$ cat config.mk
export PLATFORM = sky130hd
export DESIGN_NAME = poly_add_ctrl_flat
export DESIGN_NICKNAME = d
export VERILOG_FILES = /design/src/rtl/poly_add_ctrl_pkg.sv /design/src/rtl/poly_add_ctrl_if.sv /design/src/rtl/poly_add_ctrl_mod_add.sv /design/src/rtl/poly_add_ctrl.sv /design/src/flat_wrapper.sv
export SDC_FILE = /design/constraint.sdc
export NUM_CORES = 1
export LEC_CHECK = 0
export ABC_AREA = 1
export BUFFER_PORTS_ARGS = -buffer_cell sky130_fd_sc_hd__buf_2
export CORE_MARGIN = 1
export CORE_UTILIZATION = 50
export DETAILED_ROUTE_END_ITERATION = 12
export GPL_TIMING_DRIVEN = 0
export PLACE_DENSITY = 0.81
export SYNTH_ARGS = -nofsm -noshare
export SYNTH_HDL_FRONTEND = slang
export SYNTH_HIERARCHICAL = 1
export SYNTH_SLANG_ARGS = --single-unit
$ cat constraint.sdc
create_clock -name clk -period 2.7 [get_ports clk]
set_input_delay 0.405 -clock clk [delete_from_list [all_inputs] [get_ports clk]]
set_output_delay 0.405 -clock clk [all_outputs]
set_load 0.01 [all_outputs]
$ cat src/rtl/poly_add_ctrl_pkg.sv
// ============================================================================
// Module  : poly_add_ctrl_pkg
// Purpose : Shared types, sizes and FSM encodings for the polynomial-add sequencer.
// Rev     : 1.0
// ============================================================================
`default_nettype none

package poly_add_ctrl_pkg;

  localparam int BIT_WIDTH = 54;
  localparam int ADDR_W    = 12;
  localparam int MAX_LEN   = 4096;
  localparam int LEN_W     = 13;

  typedef logic [BIT_WIDTH-1:0] coeff_t;
  typedef logic [ADDR_W-1:0]    addr_t;
  typedef logic [LEN_W-1:0]     len_t;

  localparam logic [1:0] ST_IDLE  = 2'd0;
  localparam logic [1:0] ST_ISSUE = 2'd1;
  localparam logic [1:0] ST_DRAIN = 2'd2;
  localparam logic [1:0] ST_DONE  = 2'd3;

  function automatic len_t clamp_len(input len_t l);
    return (l > len_t'(MAX_LEN)) ? len_t'(MAX_LEN) : l;
  endfunction

endpackage

`default_nettype wire

$ cat src/rtl/poly_add_ctrl_if.sv
// ============================================================================
// Module  : poly_add_ctrl_if
// Purpose : Command, RAM read/write and status bundle of the poly-add sequencer.
// Rev     : 1.0
// ============================================================================
`default_nettype none

interface poly_add_ctrl_if;
  import poly_add_ctrl_pkg::*;

  logic   start;
  coeff_t q_in;
  len_t   len;
  addr_t  src_a_base;
  addr_t  src_b_base;
  addr_t  dst_base;
  logic   stall;
  logic   rd_en;
  addr_t  rd_addr_a;
  addr_t  rd_addr_b;
  coeff_t rd_data_a;
  coeff_t rd_data_b;
  logic   wr_en;
  addr_t  wr_addr;
  coeff_t wr_data;
  logic   busy;
  logic   done;

  modport master (
    output start, q_in, len, src_a_base, src_b_base, dst_base, stall,
           rd_data_a, rd_data_b,
    input  rd_en, rd_addr_a, rd_addr_b, wr_en, wr_addr, wr_data, busy, done
  );

  modport slave (
    input  start, q_in, len, src_a_base, src_b_base, dst_base, stall,
           rd_data_a, rd_data_b,
    output rd_en, rd_addr_a, rd_addr_b, wr_en, wr_addr, wr_data, busy, done
  );

endinterface

`default_nettype wire

$ cat src/rtl/poly_add_ctrl_mod_add.sv
// ============================================================================
// Module  : poly_add_ctrl_mod_add
// Purpose : Combinational (a+b) mod q for operands already reduced below q.
// Rev     : 1.0
// ============================================================================
`default_nettype none

module poly_add_ctrl_mod_add
  import poly_add_ctrl_pkg::*;
(
  input  coeff_t i_a,
  input  coeff_t i_b,
  input  coeff_t i_q,
  output coeff_t o_sum
);

  logic   w_carry;
  coeff_t w_sum;

  // The carry out of the BIT_WIDTH-bit add means the true sum already exceeds q.
  assign {w_carry, w_sum} = {1'b0, i_a} + {1'b0, i_b};
  assign o_sum = (w_carry || (w_sum >= i_q)) ? (w_sum - i_q) : w_sum;

endmodule

`default_nettype wire

$ cat src/rtl/poly_add_ctrl.sv
// ============================================================================
// Module  : poly_add_ctrl
// Purpose : Streams two coefficient vectors through mod_add, writing results back.
// Rev     : 1.0
// ============================================================================
`default_nettype none

module poly_add_ctrl
  import poly_add_ctrl_pkg::*;
(
  input  logic         clk,
  input  logic         rstn,
  poly_add_ctrl_if.slave bus
);

  logic [1:0] r_state;
  addr_t      r_idx;
  len_t       r_len;
  coeff_t     r_q;
  addr_t      r_a_base;
  addr_t      r_b_base;
  addr_t      r_d_base;
  logic       r_v1;
  logic       r_v2;
  addr_t      r_waddr1;
  addr_t      r_waddr2;
  coeff_t     r_res;

  logic       w_issue;
  logic       w_last;
  len_t       w_len_c;
  coeff_t     w_sum;

  assign w_len_c = clamp_len(bus.len);
  assign w_issue = (r_state == ST_ISSUE) && !bus.stall;
  assign w_last  = ({1'b0, r_idx} == (r_len - len_t'(1)));

  poly_add_ctrl_mod_add u_mod_add (
    .i_a   (bus.rd_data_a),
    .i_b   (bus.rd_data_b),
    .i_q   (r_q),
    .o_sum (w_sum)
  );

  always_ff @(posedge clk or negedge rstn) begin
    if (!rstn) begin
      r_state  <= ST_IDLE;
      r_idx    <= '0;
      r_len    <= '0;
      r_q      <= '0;
      r_a_base <= '0;
      r_b_base <= '0;
      r_d_base <= '0;
    end else begin
      case (r_state)
        ST_IDLE: begin
          if (bus.start) begin
            r_q      <= bus.q_in;
            r_len    <= w_len_c;
            r_a_base <= bus.src_a_base;
            r_b_base <= bus.src_b_base;
            r_d_base <= bus.dst_base;
            r_idx    <= '0;
            // An empty vector still passes through DRAIN so busy is seen for one cycle.
            r_state  <= (w_len_c == '0) ? ST_DRAIN : ST_ISSUE;
          end
        end
        ST_ISSUE: begin
          if (!bus.stall) begin
            r_idx <= r_idx + addr_t'(1);
            if (w_last) r_state <= ST_DRAIN;
          end
        end
        ST_DRAIN: begin
          // With S1 empty, any S2 entry is written this (unstalled) cycle.
          if (!bus.stall && !r_v1) r_state <= ST_DONE;
        end
        default: r_state <= ST_IDLE;
      endcase
    end
  end

  always_ff @(posedge clk or negedge rstn) begin
    if (!rstn) begin
      r_v1     <= 1'b0;
      r_v2     <= 1'b0;
      r_waddr1 <= '0;
      r_waddr2 <= '0;
      r_res    <= '0;
    end else if (!bus.stall) begin
      r_v1     <= w_issue;
      r_waddr1 <= r_d_base + r_idx;
      r_v2     <= r_v1;
      r_waddr2 <= r_waddr1;
      r_res    <= w_sum;
    end
  end

  assign bus.rd_en     = w_issue;
  assign bus.rd_addr_a = r_a_base + r_idx;
  assign bus.rd_addr_b = r_b_base + r_idx;
  assign bus.wr_en     = r_v2 && !bus.stall;
  assign bus.wr_addr   = r_waddr2;
  assign bus.wr_data   = r_res;
  assign bus.busy      = (r_state == ST_ISSUE) || (r_state == ST_DRAIN);
  assign bus.done      = (r_state == ST_DONE);

endmodule

`default_nettype wire

$ cat src/flat_wrapper.sv
// flat-port wrapper written by rule: the top's interface ports become plain ports
module poly_add_ctrl_flat import poly_add_ctrl_pkg::*;
  (clk, rstn, bus_start, bus_q_in, bus_len, bus_src_a_base, bus_src_b_base, bus_dst_base, bus_stall, bus_rd_data_a, bus_rd_data_b, bus_rd_en, bus_rd_addr_a, bus_rd_addr_b, bus_wr_en, bus_wr_addr, bus_wr_data, bus_busy, bus_done);
  poly_add_ctrl_if bus_i ();
  input  logic clk;
  input  logic rstn;
  input wire logic [$bits(bus_i.start)-1:0] bus_start;
  input wire logic [$bits(bus_i.q_in)-1:0] bus_q_in;
  input wire logic [$bits(bus_i.len)-1:0] bus_len;
  input wire logic [$bits(bus_i.src_a_base)-1:0] bus_src_a_base;
  input wire logic [$bits(bus_i.src_b_base)-1:0] bus_src_b_base;
  input wire logic [$bits(bus_i.dst_base)-1:0] bus_dst_base;
  input wire logic [$bits(bus_i.stall)-1:0] bus_stall;
  input wire logic [$bits(bus_i.rd_data_a)-1:0] bus_rd_data_a;
  input wire logic [$bits(bus_i.rd_data_b)-1:0] bus_rd_data_b;
  output wire logic [$bits(bus_i.rd_en)-1:0] bus_rd_en;
  output wire logic [$bits(bus_i.rd_addr_a)-1:0] bus_rd_addr_a;
  output wire logic [$bits(bus_i.rd_addr_b)-1:0] bus_rd_addr_b;
  output wire logic [$bits(bus_i.wr_en)-1:0] bus_wr_en;
  output wire logic [$bits(bus_i.wr_addr)-1:0] bus_wr_addr;
  output wire logic [$bits(bus_i.wr_data)-1:0] bus_wr_data;
  output wire logic [$bits(bus_i.busy)-1:0] bus_busy;
  output wire logic [$bits(bus_i.done)-1:0] bus_done;
  assign bus_i.start = bus_start;
  assign bus_i.q_in = bus_q_in;
  assign bus_i.len = bus_len;
  assign bus_i.src_a_base = bus_src_a_base;
  assign bus_i.src_b_base = bus_src_b_base;
  assign bus_i.dst_base = bus_dst_base;
  assign bus_i.stall = bus_stall;
  assign bus_i.rd_data_a = bus_rd_data_a;
  assign bus_i.rd_data_b = bus_rd_data_b;
  assign bus_rd_en = bus_i.rd_en;
  assign bus_rd_addr_a = bus_i.rd_addr_a;
  assign bus_rd_addr_b = bus_i.rd_addr_b;
  assign bus_wr_en = bus_i.wr_en;
  assign bus_wr_addr = bus_i.wr_addr;
  assign bus_wr_data = bus_i.wr_data;
  assign bus_busy = bus_i.busy;
  assign bus_done = bus_i.done;
  poly_add_ctrl u_core (.clk(clk), .rstn(rstn), .bus(bus_i));
endmodule
Word level (Yosys, flattened, before mapping)
Cells that the tools add are included.

storage, ports and cells
  output and inout bits = 94
  register bits = 197
  input bits = 215
  logic and storage cells = 53

operators by class
  order comparisons = 2
  mux-type cells = 11
  $add $sub $neg = 7
  eq/ne operators = 8
  reductions and logical operators = 13

operators by type and width
  operator               count
  $add 54x54->55         1
  $ge 54x54->1           1
  $mux 54                1
  $sub 54x54->54         1
  $add 12x12->12         3
  $mux 12                2
  $pmux 12 s2            1
  $eq 12x13->1           1
  $gt 13x13->1 const B   1
  $logic_not 13->1       1
  $mux 13                1
  $sub 13x1->13 const B  1
  $add 12x1->12 const B  1
  $mux 2                 5
  $pmux 2 s3             1
  $eq 2x2->1 const B     2
  $ne 2x1->1 const B     2
  $ne 2x2->1 const B     2
  $reduce_and 4->1       1
  $logic_and 1x1->1      3
  $reduce_and 3->1       1
  $eq 2x1->1 const B     1
  $logic_not 1->1        2
  $logic_not 2->1        1
  other kinds (3)        4

Longest topological paths before layout
  word-level depth = 6
  mapped depth = 30
  depth with buffers taken out = 30

By module
Netlist, hierarchy kept.

by module, submodules not included
  module                 sequential area each (µm²)  cells each  area each (µm²)  times used
  poly_add_ctrl_mod_add  0.0                         2,329       10,726.5         1
  poly_add_ctrl          4,929.7                     1,213       9,726.8          1

Worst setup path before layout
OpenSTA, ideal clock, no wires.

  path kind = input to register
  start point = in bus_rd_data_a[0]
  end point = reg u_core.r_res[12], in the netlist u_core/bus.wr_data[12]
  setup time = 117 ps
  arrival = 3,394 ps
  buffers on the path = 1
  path slack = -811 ps
  required time = 2,583 ps
  cell stages on the path = 26
  cells stage by stage = ha_1 > fa_1 > nand3_1 > nand3_1 > nand2_1 > nand3_1 > nand2_1 > nand2_1 > nand2_1 > nand3_1 > nand2_1 > nand2_1 > ha_1 > nand2_2 > nor2_4 > nand2_2 > nor2_2 > nand3_1 > or2_1 > nand3_2 > nor2_8 > buf_6 > nand2_1 > nand2_1 > nand2_1 > nand2_1

on the way
  longest elaborated chain between the ends = 4
  elaborated cells on any way between the ends = 5
  classes of those cells = add/sub: 2; order compare: 1; mux: 1; reduce/logical: 1

ends and longest elaborated chain
  item                        RTL line                     source
  start: declaration          flat_wrapper.sv:14           input wire logic [$bits(bus_i.rd_data_a)-1:0] bus_rd_data_a;
  $add 54x54->55 *            poly_add_ctrl_mod_add.sv:21  assign {w_carry, w_sum} = {1'b0, i_a} + {1'b0, i_b};
  $ge 54x54->1                poly_add_ctrl_mod_add.sv:22  assign o_sum = (w_carry || (w_sum >= i_q)) ? (w_sum - i_q) : w_sum;
  $logic_or 1x1->1            poly_add_ctrl_mod_add.sv:22
  $mux 54 *                   poly_add_ctrl_mod_add.sv:22
  named net u_core.w_sum[12]  poly_add_ctrl.sv:32          coeff_t w_sum;
  end signal: assignment      poly_add_ctrl.sv:95          r_res <= w_sum;
  end: declaration            poly_add_ctrl.sv:27          coeff_t r_res;

The timed path passes the listed nets; every way through them passes the cells marked *.
A chain may end at the register's enable or synchronous reset.

Worst setup path in the final report
  start point = in bus_rd_data_b[0]
  end point = reg u_core.r_res[3], in the netlist u_core/bus.wr_data[3]

on the way
  longest elaborated chain between the ends = 4
  elaborated cells on any way between the ends = 5
  classes of those cells = add/sub: 2; order compare: 1; mux: 1; reduce/logical: 1

ends and longest elaborated chain
  item                       RTL line                     source
  start: declaration         flat_wrapper.sv:15           input wire logic [$bits(bus_i.rd_data_b)-1:0] bus_rd_data_b;
  $add 54x54->55 *           poly_add_ctrl_mod_add.sv:21
  $ge 54x54->1               poly_add_ctrl_mod_add.sv:22
  $logic_or 1x1->1           poly_add_ctrl_mod_add.sv:22
  $mux 54 *                  poly_add_ctrl_mod_add.sv:22
  named net u_core.w_sum[3]  poly_add_ctrl.sv:32

Marked as above.

==> Implementation_results.wiki <==
{| class="wikitable"
! Metric !! Value
|-
| Run status || finished, violations left
|-
| Violations in the final reports || setup timing
|-
| Ratio of cells with drive above 1 in the final layout || 0.267
|-
| Met2 Usage GRT || 0.618
|-
| Transition time of the tightest slew-check pin || a little under 0.7 ns
|-
| FF-to-FF setup slack || -0.19 ns
|-
| Worst-skew pair later-pin latency || 0.47 ns
|-
| Met3 Resource Use GR || 0.0453
|-
| Pin count of the biggest net entering global routing || approximately 120
|-
| Clock Skews || 0.0199 ns
|-
| Netlist area before placement || 0.0205 sq mm
|-
| Area growth from synthesis to layout || 34.4%
|-
| CTS tree || done
|-
| Reg2Reg Capture Point || u_core/bus.wr_data[3]
|-
| Most used flip-flop cell after synthesis || sky130_fd_sc_hd__dfrtp_1
|-
| Launch point of the worst hold path || bus_src_b_base[7]
|-
| Async SR Flop Fraction || 1.00
|-
| H-Tree Depth || 4
|-
| Critical Path Sink Type || flip-flop
|-
| Number of DRC violations after detailed routing || 0
|-
| Number of nets with antenna violations after routing || 0
|-
| Maximum buffer depth of the clock tree || 2
|-
| IR drop worst, VDD || 0.000517 V
|-
| Worst setup margin || -1.00 ns
|-
| Clock tree root buffer cell || sky130_fd_sc_hd__clkbuf_16
|-
| Sink of the worst hold path || u_core/r_b_base[7]
|-
| Setup tns final || -51.84 ns
|-
| Clock net sink count || 197
|-
| Drt wl/cell || 17.6 um
|-
| Hold Path Class || input port to flip-flop
|-
| Clock-pin slew reported for the worst setup and hold paths after clock tree synthesis || 0.08 ns
|-
| Die H || 204 um
|-
| Path depth of the worst reg2reg path || 19
|-
| Library cell with the largest summed area after synthesis || sky130_fd_sc_hd__nand2_1
|-
| DP HPWL || 58500 um
|-
| Share of the synthesized area in the top cell type || 0.307
|-
| Crit path kind || input port to flip-flop
|-
| Core Area || ~0.04 sq mm
|-
| Pwr Density || 1040 mW/mm^2
|-
| Port Buffers || 307
|-
| Synth area leaders || sky130_fd_sc_hd__nand2_1 (31%), sky130_fd_sc_hd__dfrtp_1 (24%), sky130_fd_sc_hd__inv_1 (11%), sky130_fd_sc_hd__ha_1 (9.1%), sky130_fd_sc_hd__nor2_1 (4.1%)
|-
| Count of max-cap constraint violations || 0
|-
| Most instantiated cells after synthesis || sky130_fd_sc_hd__nand2_1 (1674), sky130_fd_sc_hd__inv_1 (625), sky130_fd_sc_hd__nor2_1 (222)
|-
| Total of flip-flops plus latches after synthesis || 197
|-
| Max-slew headroom || 0.542
|-
| Final cell count without fillers || 4531
|-
| Final setup violation count || 58
|-
| Final period utilization || 1.37
|-
| Crit path required time || 3.05 ns
|-
| Io pins || 309
|-
| Final number of hold-violating endpoints || 0
|-
| Post-Synthesis Net Count || 3910
|-
| Overall Power || 28.5 mW
|-
| Dominant cell by count in the synthesized netlist || sky130_fd_sc_hd__nand2_1
|-
| Number of cells after detailed placement || 4375
|-
| Via count of the first global-routing pass || 22.9k
|-
| Die Outline Area || 0.0417 sq mm
|-
| Met1 demand-to-capacity share in global routing || 0.462
|-
| Period minus WS final || 3.70 ns
|-
| Total routing resource utilization after global routing || 0.369
|-
| Avg Vias per Cell || 5.36
|-
| Die Wd || 204 um
|-
| Slowest stage delay, CP || 0.40 ns
|-
| Warnings from Yosys || 6
|-
| Reported leakage power || 15.5 nW
|-
| Mapped Avg Cell Area || between 5 and 6 sq um
|-
| Sum of overflow across all layers after global routing || 0
|-
| Antenna violations before repair || 1
|-
| Placer's final routability congestion estimate || ~1.0
|-
| Most frequent cell on the critical path || sky130_fd_sc_hd__nand2_4
|-
| Standard-cell rows || 73
|-
| Number of instances in the synthesized netlist || roughly 3.5k
|-
| Unrepaired setup endpoints after global routing || yes
|-
| Max Fclk || 270 MHz
|-
| Number of flops mapped to enable cells by yosys || 0
|-
| Vias || 24.3k
|-
| Reg2reg start || u_core/r_q[0]
|-
| Number of different library cells in the post-synthesis netlist || 46
|-
| Wire length after detailed routing || 79900 um
|-
| Global-route wire length before repair || roughly 120000 um
|-
| Largest fanout on the critical path || 5
|-
| Inserted Clock Buffers || 17
|-
| Worst path arrival time || 4.06 ns
|-
| Sequential fraction of the synthesis area || 0.241
|-
| Global-route layer with the greatest usage || met2
|-
| Setup crit start kind || input port
|-
| Hold Path Depth || 3
|-
| Starting density of the core || 0.511
|-
| CP max stage cell || sky130_fd_sc_hd__fa_2
|-
| Number of nets in the layout || 4360
|-
| Detailed router's first-iteration violation count || 2296
|-
| Number of iterations in the first detailed-routing pass || 6
|-
| Pins over their slew limit || 0
|}
layout by cell type, fill, tap and decap left out, types with 6 or more instances in the layout:
cell	synthesis	routed
sky130_fd_sc_hd__nand2_2	24	182
sky130_fd_sc_hd__nand3_4	0	15
sky130_fd_sc_hd__xor2_1	77	60
sky130_fd_sc_hd__nor2_2	24	54
sky130_fd_sc_hd__nand2_4	2	50
sky130_fd_sc_hd__buf_6	12	22
sky130_fd_sc_hd__ha_1	148	51
sky130_fd_sc_hd__a21oi_1	112	89
sky130_fd_sc_hd__buf_2	12	316
sky130_fd_sc_hd__nor2_1	222	159
sky130_fd_sc_hd__clkbuf_16	0	18
sky130_fd_sc_hd__dfrtp_2	0	11
sky130_fd_sc_hd__o21ai_0	52	48
sky130_fd_sc_hd__ha_4	0	91
sky130_fd_sc_hd__nor3_2	2	10
sky130_fd_sc_hd__a21oi_2	4	23
sky130_fd_sc_hd__nand4_1	37	37
sky130_fd_sc_hd__inv_1	625	609
sky130_fd_sc_hd__buf_8	1	7
sky130_fd_sc_hd__nand2_1	1674	1465
sky130_fd_sc_hd__xor2_2	0	13
sky130_fd_sc_hd__nor2_4	6	39
sky130_fd_sc_hd__clkbuf_1	27	28
sky130_fd_sc_hd__dfrtp_1	197	186
sky130_fd_sc_hd__nand3_1	154	122
sky130_fd_sc_hd__o22ai_1	11	11
sky130_fd_sc_hd__xnor2_1	13	11
sky130_fd_sc_hd__ha_2	0	6
sky130_fd_sc_hd__nand3_2	6	23
sky130_fd_sc_hd__nor3_1	26	14
sky130_fd_sc_hd__o21bai_1	13	12
sky130_fd_sc_hd__buf_4	0	99
sky130_fd_sc_hd__inv_2	8	23
timing repair:
item                                    in CTS  in global routing
setup buffers                               83                 29
cloned                                      10                  1
hold endpoints to repair                    74                  0
pin swaps                                  114                116
endpoints found under the setup margin      69                 64
hold buffers                                 1                  0
resized for setup                          428                217
critical path: cells and delay by family:
kind	cells	cell delay, ns
fa+ha+maj	3	0.83
compound gates	1	0.17
simple gates	22	2.17
buf+inv	4	0.45
kinds of logic (layout without fill, tap and decap cells):
family,count (synthesis),in the layout,share of synthesized area
AO/OA/AOI/OAI,210,210,0.0565
buffers and inverters,685,1147,0.131
AND/OR/NAND/NOR,2207,2208,0.437
adder cells (fa/ha/maj),153,153,0.0954
XOR/XNOR,90,90,0.0385
flip-flops,197,197,0.241
other,0,1,0
metrics by stage:
step	hold slack, ns	utilization	instance area, sq um	setup slack (ns)
floorplan	0.109	-	20700	-0.587
global placement	0.455	0.573	22900	-2.16
detailed placement	0.409	0.574	23000	-2.13
CTS	0.118	0.659	26400	-0.759
global route	0.129	0.687	27500	-1.12
finish	0.129	0.687	27500	-1.00
where the power goes:
group / switching, mW / internal [mW] / leakage (nW)
registers: 0.975 / 4.28 / 2.45
logic: 12.9 / 7.79 / 12.8
clock network: 1.29 / 1.29 / 0.280
how the worst max path moves through the flow:
stage / startpoint / to / depth (start not counted)
2_1_floorplan: bus_rd_data_a[0] / u_core/bus.wr_data[12] / 26
3_3_place_gp: bus_rd_data_a[41] / u_core/bus.wr_data[32] / 27
3_5_place_dp: bus_rd_data_a[41] / u_core/bus.wr_data[32] / 27
4_1_cts: bus_rd_data_b[0] / u_core/bus.wr_data[32] / 27
5_1_grt: bus_rd_data_b[14] / u_core/bus.wr_data[7] / 30
6_report: bus_rd_data_b[0] / u_core/bus.wr_data[3] / 30
routing by layer:
| metal | share of wire | vias up |
|---|---|---|
| met5 | 0 | - |
| met4 | 0.064 | 0 |
| met3 | 0.077 | 327 |
| met2 | 0.46 | 1306 |
| met1 | 0.40 | 11000 |
| li1 | - | 11600 |
final cells by class:
type                       count  area [sq um]
antenna                        1          2.50
buffer                        52           344
clock buffer                  21           470
clock inverter                11           109
fill                        3392         12500
inverter                     633          2380
multi-input combinational   2661         15900
sequential                   197          4940
tap                          525           657
timing repair buffer         430          2680
(Power assumes the default switching activity.)
